==> src/rtl/im_pkg.sv <==
// Shared types and constants for the instruction-memory loader.
package im_pkg;

  typedef enum logic [1:0] {
    ST_IDLE   = 2'd0,
    ST_ACCEPT = 2'd1,
    ST_WRITE  = 2'd2,
    ST_DONE   = 2'd3
  } im_state_e;

  localparam int IM_ADDR_W      = 8;
  localparam int BYTES_PER_WORD = 4;

  // Big-endian byte select: index 0 is bits [31:24].
  function automatic logic [7:0] word_byte(input logic [31:0] word, input logic [1:0] idx);
    logic [7:0] b;
    case (idx)
      2'd0:    b = word[31:24];
      2'd1:    b = word[23:16];
      2'd2:    b = word[15:8];
      default: b = word[7:0];
    endcase
    return b;
  endfunction

endpackage

==> src/rtl/im_loader.sv <==
// Streams 32-bit instruction words into a byte-wide memory write port, one byte per cycle.
// Optional running checksum of written bytes is enabled by defining IM_LOADER_CHECKSUM_EN.
//
// state     | meaning
// ST_IDLE   | waiting for start after reset
// ST_ACCEPT | word_ready high, waiting for the next word
// ST_WRITE  | emitting the latched word one byte per cycle
// ST_DONE   | last word written; waiting for the next start
module im_loader
  import im_pkg::*;
#(
  parameter int ADDR_W = IM_ADDR_W
) (
  input  logic              clk,
  input  logic              rst_n,
  input  logic              start,
  input  logic [ADDR_W-1:0] base_addr,
  input  logic              word_valid,
  input  logic [31:0]       word_data,
  input  logic              word_last,
  output logic              word_ready,
  output logic              mem_we,
  output logic [ADDR_W-1:0] mem_addr,
  output logic [7:0]        mem_wdata,
  output logic              busy,
  output logic              done,
  output logic              overflow
`ifdef IM_LOADER_CHECKSUM_EN
  ,
  output logic [7:0]        checksum
`endif
);

  localparam logic [1:0] LAST_IDX = 2'(BYTES_PER_WORD - 1);

  im_state_e         r_state;
  im_state_e         w_state_nxt;
  logic [ADDR_W-1:0] r_ptr;
  logic [1:0]        r_idx;
  logic [31:0]       r_word;
  logic              r_last;
  logic              r_overflow;
  logic [7:0]        w_byte;

  assign w_byte   = word_byte(r_word, r_idx);
  assign overflow = r_overflow;

  always_comb begin
    w_state_nxt = r_state;
    word_ready  = 1'b0;
    mem_we      = 1'b0;
    mem_addr    = '0;
    mem_wdata   = '0;
    busy        = 1'b0;
    done        = 1'b0;
    case (r_state)
      ST_IDLE, ST_DONE: begin
        done = (r_state == ST_DONE);
        if (start) w_state_nxt = ST_ACCEPT;
      end
      ST_ACCEPT: begin
        word_ready = 1'b1;
        busy       = 1'b1;
        if (word_valid) w_state_nxt = ST_WRITE;
      end
      ST_WRITE: begin
        busy      = 1'b1;
        mem_we    = 1'b1;
        mem_addr  = r_ptr;
        mem_wdata = w_byte;
        if (r_idx == LAST_IDX) w_state_nxt = r_last ? ST_DONE : ST_ACCEPT;
      end
      default: w_state_nxt = ST_IDLE;
    endcase
  end

  always_ff @(posedge clk or negedge rst_n) begin
    if (!rst_n) begin
      r_state    <= ST_IDLE;
      r_ptr      <= '0;
      r_idx      <= '0;
      r_word     <= '0;
      r_last     <= 1'b0;
      r_overflow <= 1'b0;
    end else begin
      r_state <= w_state_nxt;
      case (r_state)
        ST_IDLE, ST_DONE: begin
          if (start) begin
            r_ptr      <= base_addr;
            r_overflow <= 1'b0;
          end
        end
        ST_ACCEPT: begin
          if (word_valid) begin
            r_word <= word_data;
            r_last <= word_last;
            r_idx  <= '0;
          end
        end
        ST_WRITE: begin
          r_ptr <= r_ptr + 1'b1;
          r_idx <= r_idx + 1'b1;
          // Pointer wraps modulo the memory size; the wrap is only flagged, writes go on.
          if (r_ptr == '1) r_overflow <= 1'b1;
        end
        default: ;
      endcase
    end
  end

`ifdef IM_LOADER_CHECKSUM_EN
  logic [7:0] r_checksum;

  always_ff @(posedge clk or negedge rst_n) begin
    if (!rst_n) begin
      r_checksum <= '0;
    end else if ((r_state == ST_IDLE || r_state == ST_DONE) && start) begin
      r_checksum <= '0;
    end else if (r_state == ST_WRITE) begin
      r_checksum <= r_checksum + w_byte;
    end
  end

  assign checksum = r_checksum;
`endif

endmodule

==> config.mk <==
export PLATFORM = sky130hd
export DESIGN_NAME = im_loader
export DESIGN_NICKNAME = d
export VERILOG_FILES = /design/src/rtl/im_pkg.sv /design/src/rtl/im_loader.sv
export SDC_FILE = /design/constraint.sdc
export NUM_CORES = 1
export LEC_CHECK = 0
export ABC_AREA = 1
export CORE_MARGIN = 2
export CORE_UTILIZATION = 40
export DETAILED_ROUTE_END_ITERATION = 6
export GPL_TIMING_DRIVEN = 0
export PLACE_DENSITY = 0.78
export SKIP_LAST_GASP = 1
export SLEW_MARGIN = 20
export SYNTH_ARGS = -nofsm -noshare
export SYNTH_HDL_FRONTEND = slang
export SYNTH_SLANG_ARGS = --single-unit
==> constraint.sdc <==
create_clock -name clk -period 1.9 [get_ports clk]
set_input_delay 0.38 -clock clk [delete_from_list [all_inputs] [get_ports clk]]
set_output_delay 0.38 -clock clk [all_outputs]
set_load 0.05 [all_outputs]
==> results of run 1 <==
-- how the worst max path moves through the flow --
stage,depth (start not counted),slack (ns),from,endpoint
finish,5,-0.09,r_idx[0]$_DFFE_PN0P_,mem_wdata[4]
CTS,6,-0.17,r_state[0]$_DFFE_PN0P_,mem_wdata[7]
detailed placement,6,-0.71,r_idx[0]$_DFFE_PN0P_,mem_wdata[0]
global route,6,-0.14,r_idx[1]$_DFFE_PN0P_,mem_wdata[1]
global placement,1,-0.82,rst_n,r_word[13]$_DFFE_PN0P_
floorplan,5,0.02,r_state[0]$_DFFE_PN0P_,mem_wdata[0]
-- state kept, by name, indices dropped and copies added (netlist names) --
register,flops
r_last,1
r_ptr,8
overflow,1
r_state,2
r_word,32
r_idx,2
-- worst max-delay path: stages, from the launching register on --
cell and delay [ns]:
dfrtp_2 0.45, buf_4 0.16, ha_4 0.23, a21oi_2 0.20, a31oi_4 0.10, buf_6 0.16
-- layer usage --
layer / up-vias / track usage [%]
li1: 982 / -
met1: 972 / 23.87
met2: 67 / 33.39
met3: 9 / 4.111
met4: 0 / 6.102
met5: - / 0
-- cell families after synthesis --
group / count (synthesis) / share of synthesized area, %
AO/OA/AOI/OAI: 40 / 9.168
adder cells (fa/ha/maj): 10 / 5.299
buffers and inverters: 31 / 5.352
AND/OR/NAND/NOR: 89 / 15.69
multiplexers: 33 / 15.74
flip-flops: 46 / 48.75
-- what timing repair did --
item | CTS | global route
cloned | 2 | 0
hold buffers | 1 | 0
endpoints found under the setup margin | 20 | 17
hold endpoints to repair | 5 | 0
buffers inserted | 3 | 5
pin swaps | 1 | 3
resized for setup | 150 | 31
-- power groups by stage --
stage	Combinational [uW]	Sequential [uW]	Clock, uW
floorplan	1700	1700	0
global placement	2160	1770	0
detailed placement	2230	1800	0
CTS	2460	1820	756
global route	2810	1950	786
finish	2590	1900	741
-- per-stage QoR --
stage	hold WS, ns	total power, uW	area, um^2
6_report	0.5139	5222	3672
2_1_floorplan	0.08441	3400	2494
3_3_place_gp	0.4843	3928	3234
5_1_grt	0.5328	5539	3672
3_5_place_dp	0.3275	4034	3249
4_1_cts	0.5157	5032	3542
-- layout by cell type (no fill, tap or decap), types with 3 or more instances in the layout --
master	Yosys	final
buf_6	0	14
ha_4	0	5
nor2_1	10	10
o21ai_4	0	5
nand3_1	8	8
o21ai_0	18	10
inv_2	2	4
a21oi_2	0	4
a31oi_4	0	8
buf_4	1	10
mux2_2	33	33
ha_1	10	5
a21oi_4	0	4
dfrtp_1	46	44
nand2_1	63	63
a21oi_1	11	3
clkdlybuf4s50_1	0	44
clkbuf_8	0	5
buf_2	5	6
inv_1	20	16
o21ai_2	0	3
-- final cells by class --
class	instances	share of cell area, %
clock buffer	5	1.874
timing repair buffer	77	20.78
tap	72	2.453
multi-input combinational	172	37.96
sequential	46	31.41
inverter	22	2.760
buffer	6	1.567
clock inverter	3	1.193
==> summary.txt, run 1 <==
Run status
  • Outcome: finished with violations
  • Failing checks: setup timing

Die
  • Die Ht: around 81 um
  • Die Area: between 6000 and 7000 um^2
  • Die Wd: roughly 81 um
  • FP Rows: 27
  • Core area: between 5000 and 6000 um^2
  • Initial Util: around 42%
  • I/O pin total: between 60 and 70

Yosys
  • Ranking of synthesized cells by area: dfrtp_1 49%, mux2_2 16%, nand2_1 10%
  • Most frequent cell after synthesis: nand2_1
  • Synthesized net count: between 300 and 400
  • Post-synthesis sequential area ratio: 48.75%
  • Ys Warns: 0
  • Mapped Area: roughly 2400 um^2
  • Syn Area/Cell: around 9.5 um^2
  • Top_reg_cell synth: dfrtp_1
  • Synth Register Bits: between 40 and 50
  • Area share of the largest cell type after synthesis: between 40 and 50%
  • Post-synth top cells: 63 x nand2_1, 46 x dfrtp_1, 33 x mux2_2
  • Synth area leader: dfrtp_1
  • Number of synthesized flops with an enable pin: 0
  • Synth unique cells: 22
  • Asr flop ratio synth: between 90% and 100%
  • Syn Inst Count: roughly 250

Place
  • Place WS: -0.7066 ns
  • GPL Wtd Cong: between 0.8 and 0.9
  • Dpl cells: about 390
  • I/O Buffers: 65
  • DP Wirelength: about 4200 um

Worst hold path
  • Hold endpoint: overflow$_DFFE_PN0P_
  • Worst hold path class: reg -> reg
  • Hold path startpoint: overflow$_DFFE_PN0P_
  • WHS Path Cells: 2

STA
  • Final WS setup: -0.09370 ns
  • Worst-Margin Slew: ~0.49 ns
  • Fmax achieved: 501.6 MHz
  • Clock skew: ~0.0028 ns
  • Post-route setup TNS: -0.6806 ns
  • Final setup vio count: 8
  • Relative slew margins: between 60% and 70%
  • Final hold viol count: 0
  • Final worst path period need: around 2.0 ns
  • Final worst-path cycle share: 104.9%
  • RSZ-0062 raised after global routing: yes
  • Fin. max-slew vios: 0

Setup path
  • CP Launch Type: flip-flop
  • Worst-path fanout max: 8
  • R2R cell count: 5
  • Reg2Reg Launch Point: r_state[0]$_DFFE_PN0P_
  • Critical Path AT: roughly 1.6 ns
  • Reg2reg setup slack: roughly 0.11 ns
  • Setup CP Type: reg -> out
  • Critical path capture point type: output pin
  • Required time worst endpoint: around 1.5 ns
  • Worst r2r dst: r_word[18]$_DFFE_PN0P_

Clock tree
  • CTS buffer count: 5
  • Clk pin slew, worst setup/hold paths: roughly 0.090 ns
  • TritonCTS clock tree: built
  • Clk sinks: 46
  • Clock buffer depth: 2
  • H-tree levels: 2
  • Root buffer cell: clkbuf_8
  • Clock latency on the worst-skew pair: around 0.30 ns

GRT
  • Gr usage total: approximately a fifth
  • Largest net degree at the start of global routing: 32
  • Initial antenna violation count: 0
  • Number of global-route vias before repair: between 2k and 2.5k
  • GRT overflow: 0
  • First-pass GRT wire length: ~9500 um

Power and ir drop
  • Sw power: 2214 uW
  • Clock share of power: between 10% and 20%
  • Pwr/cell area: between 1000 and 1500 nW/um^2
  • Seq pwr share: 36.3%
  • Lkg Pwr: 0.001606 uW
  • Switching Share: a little over two fifths
  • Logic pwr share: about half
  • Int Pwr: ~3000 uW
  • Worst vdd ir: about 720 uV

Routing
  • Avg Vias per Cell: slightly above 5
  • Post-route ant nets: 0
  • Drt pass-1 iters: 4
  • Met3 routed WL: 375 um
  • DR top layer: met4
  • Wirelength per Cell: roughly 16 um
  • Met1 wire length: ~2500 um
  • Drc violations: 0
  • Metal2 WL: 3307 um
  • Final wirelength: 6266 um
  • Total number of vias: 2030
  • Initial DRC Count: 80

Cells and area
  • # nets final: between 300 and 400
  • # fillers: about 460
  • Share of post-route cells with drive strength above 1: 36.56%
  • Area of the multi-input gates: 1394 um^2
  • Antenna fix cells: 0
  • Sequential cell area: approximately 1200 um^2
  • Post-layout util: between 60 and 70%
  • Area grow syn2layout: 55.54%
  • Non-Filler Instances: roughly 400

Run
  • Max-cap violations: 0
(Power assumes the default switching activity.)
==> run 2, diff against run 1 <==
--- a/config.mk
+++ b/config.mk
@@ -10,7 +10,7 @@
 export CORE_UTILIZATION = 40
 export DETAILED_ROUTE_END_ITERATION = 6
 export GPL_TIMING_DRIVEN = 0
-export PLACE_DENSITY = 0.78
+export PLACE_DENSITY = 0.8
 export SKIP_LAST_GASP = 1
 export SLEW_MARGIN = 20
 export SYNTH_ARGS = -nofsm -noshare
==> constraint.sdc (replaced) <==
create_clock -name clk -period 1.7 [get_ports clk]
set_input_delay 0.34 -clock clk [delete_from_list [all_inputs] [get_ports clk]]
set_output_delay 0.34 -clock clk [all_outputs]
set_load 0.05 [all_outputs]
==> summary.txt, run 2 (synthesis gave the netlist of run 1 again) <==
Routing
  • Post-route ant nets: 0 (unchanged)
  • Drt pass-1 iters: 4 (unchanged)
  • Final wirelength: 6703 um (+7.0%)
  • Avg Vias per Cell: 5.213 (+3.5%)
  • Wirelength per Cell: 16.23 um (+4.4%)
  • Initial DRC Count: 108 (+35%)
  • Total number of vias: 2153 (+6.1%)
  • Drc violations: 0 (unchanged)

STA
  • Worst-Margin Slew: 0.4821 ns (-0.006955 ns)
  • Post-route setup TNS: -2.835 ns (-2.154 ns)
  • RSZ-0062 raised after global routing: yes
  • Final setup vio count: 16 (+8)
  • Final WS setup: -0.2438 ns (-0.1501 ns)
  • Relative slew margins: 67.99% (+0.69 points)
  • Fin. max-slew vios: 0 (unchanged)
  • Final worst-path cycle share: 114.3%
  • Clock skew: 0.01625 ns (+0.01345 ns)
  • Fmax achieved: 514.5 MHz
  • Final hold viol count: 0 (unchanged)
  • Final worst path period need: around 2 ns

Power and ir drop
  • Switching Share: 42.49% (+0.10 points)
  • Sw power: 2644 uW (+19%)
  • PnR Total Power: 6221 uW (+19%)
  • Lkg Pwr: 0.001724 uW (+7.4%)
  • Int Pwr: 3577 uW (+19%)
  • Logic pwr share: 51.6% (+2.1 points)
  • Worst vdd ir: 908.4 uV (+26%)
  • Clock share of power: 13.4% (-0.8 points)
  • Pwr/cell area: 1583 nW/um^2 (+11%)
  • Seq pwr share: 35.0% (-1.3 points)

Cells and area
  • Top reg by flops: r_word
  • Largest register FFs: 32 (unchanged)
  • # fillers: 383 (-16%)
  • Share of post-route cells with drive strength above 1: 43.99% (+7.4 points)
  • Biggest regs: r_word: 32 flops, r_ptr: 8 flops
  • Most common cell after layout, fill and taps aside: nand2_1
  • # nets final: 395 (+2.6%)
  • Post-layout util: 70.06% (+4.6 points)
  • Sequential cell area: 1155 um^2 (+0.11%)
  • Most frequent cells in the layout: 56 x nand2_1, 43 x clkdlybuf4s50_1, 43 x dfrtp_1
  • Area grow syn2layout: 66.40%
  • Area of the multi-input gates: 1468 um^2 (+5.3%)
  • Antenna fix cells: 0 (unchanged)

Clock tree
  • H-tree levels: 2 (unchanged)
  • Clk sinks: 46 (unchanged)
  • Root buffer cell: clkbuf_8
  • Clock buffer depth: 2 (unchanged)
  • TritonCTS clock tree: built
  • Clock latency on the worst-skew pair: 0.30 ns (about the same)
  • Clk pin slew, worst setup/hold paths: 0.09 ns (about the same)
  • CTS buffer count: 5 (unchanged)

GRT
  • First-pass GRT wire length: 9632 um (+1.3%)
  • Largest net degree at the start of global routing: 31 (-3.1%)
  • Number of global-route vias before repair: 2006 (-0.94%)
  • Initial antenna violation count: 0 (unchanged)
  • Gr usage total: 19.66% (+0.44 points)
  • GRT overflow: 0 (unchanged)

Place
  • DP Wirelength: 4223 um (+0.12%)
  • I/O Buffers: 65 (unchanged)
  • GPL Wtd Cong: 0.7995 (-2.1%)

Die
  • I/O pin total: 66 (unchanged)
  • Die Ht: 80.83 um (unchanged)
  • Die Area: 6533 um^2 (unchanged)
  • FP Rows: 27 (unchanged)
  • Core area: 5608 um^2 (unchanged)
  • Die Wd: 80.83 um (unchanged)
  • Initial Util: 42.10% (unchanged)

Setup path
  • Worst-path fanout max: 8 (unchanged)
  • Critical path capture point type: output pin
  • CP Launch Type: flip-flop
  • Setup CP Type: reg -> out
  • Critical Path AT: 1.60 ns (about the same)
  • Required time worst endpoint: 1.36 ns (-0.16 ns)

Run
  • Max-cap violations: 0 (unchanged)

Run status
  • Failing checks: setup timing
  • Outcome: finished with violations

Worst hold path
  • Worst hold path class: in -> async
[run 2: cell count changes in the layout (fill, tap and decap cells not counted), sizes merged]
cell           change
clkdlybuf4s15      -1
clkdlybuf4s50      -1
inv                -1
clkinvlp           +1
buf               +14
clkbuf             -2
[run 2: metal layers]
layer  vias up  track usage, %  routed length, um  part of all wire [%]
met3        15           5.000                389                   5.8
met2        81           33.39               3536                    53
met5         -               0                  0                     0
met1      1053           23.85               2610                    39
met4         0           7.966                166                   2.5
li1       1004               -                  -                     -
[run 2: timing repair]
| item | CTS | global route |
|---|---|---|
| hold buffers | 1 | 0 |
| buffers inserted | 11 | 10 |
| endpoints found under the setup margin | 50 | 41 |
| pin swaps | 2 | 2 |
| resized for setup | 196 | 49 |
| hold endpoints to repair | 16 | 0 |
| gates cloned | 1 | 1 |
[run 2: per-stage QoR]
step                worst slack (ns)  hold WS (ns)  cells  area, um^2
floorplan                    -0.1127       0.04441    249        2504
global placement             -0.9754        0.4830    386        3244
detailed placement           -0.8523        0.3002    387        3259
CTS                          -0.2346        0.5145    405        3654
global route                 -0.2914        0.5262    413        3929
finish                       -0.2438        0.4940    413        3929
[run 2: path summary, 6_finish.rpt]
| kind | start | end | slack [ns] | depth (start not counted) |
|---|---|---|---|---|
| hold / removal | rst_n | r_ptr[6]$_DFFE_PN0P_ | 0.49 | 2 |
| hold reg to reg | r_last$_DFFE_PN0P_ | r_last$_DFFE_PN0P_ | 0.51 | 1 |
| setup reg to reg | r_state[0]$_DFFE_PN0P_ | r_ptr[5]$_DFFE_PN0P_ | 0.04 | 12 |
| max in group asynchronous | rst_n | r_word[14]$_DFFE_PN0P_ | 0.69 | 3 |
| setup / recovery | r_idx[1]$_DFFE_PN0P_ | mem_wdata[3] | -0.24 | 5 |
| min in group clk | r_last$_DFFE_PN0P_ | r_last$_DFFE_PN0P_ | 0.51 | 1 |
[run 2: final cells by class]
cell class	instances	area share, %
clock inverters	3	1.115
clock buffers	5	1.752
flip-flops and latches	46	29.39
well taps	72	2.293
repair buffers	88	23.73
plain buffers	5	1.656
inverters	22	2.707
multi-input cells	172	37.36
[run 2: worst max-delay path: stages, from the launching register on]
cell and delay (ns):
dfrtp_2 0.47, inv_4 0.10, ha_4 0.29, a21oi_4 0.09, a31oi_4 0.16, buf_6 0.18
[run 2: power by group through the flow]
stage	clock network (uW)	registers, uW	logic, uW
global placement	0	1980	2440
detailed placement	0	2010	2520
finish	836	2180	3210
floorplan	0	1900	1930
global route	898	2230	3450
CTS	838	2050	2880
==> run 3, diff against run 2 <==
--- a/config.mk
+++ b/config.mk
@@ -6,6 +6,7 @@
 export NUM_CORES = 1
 export LEC_CHECK = 0
 export ABC_AREA = 1
+export CAP_MARGIN = 20
 export CORE_MARGIN = 2
 export CORE_UTILIZATION = 40
 export DETAILED_ROUTE_END_ITERATION = 6
==> results of run 3 <==
No change in the layout: final DEF, timing and power equal those of run 2.
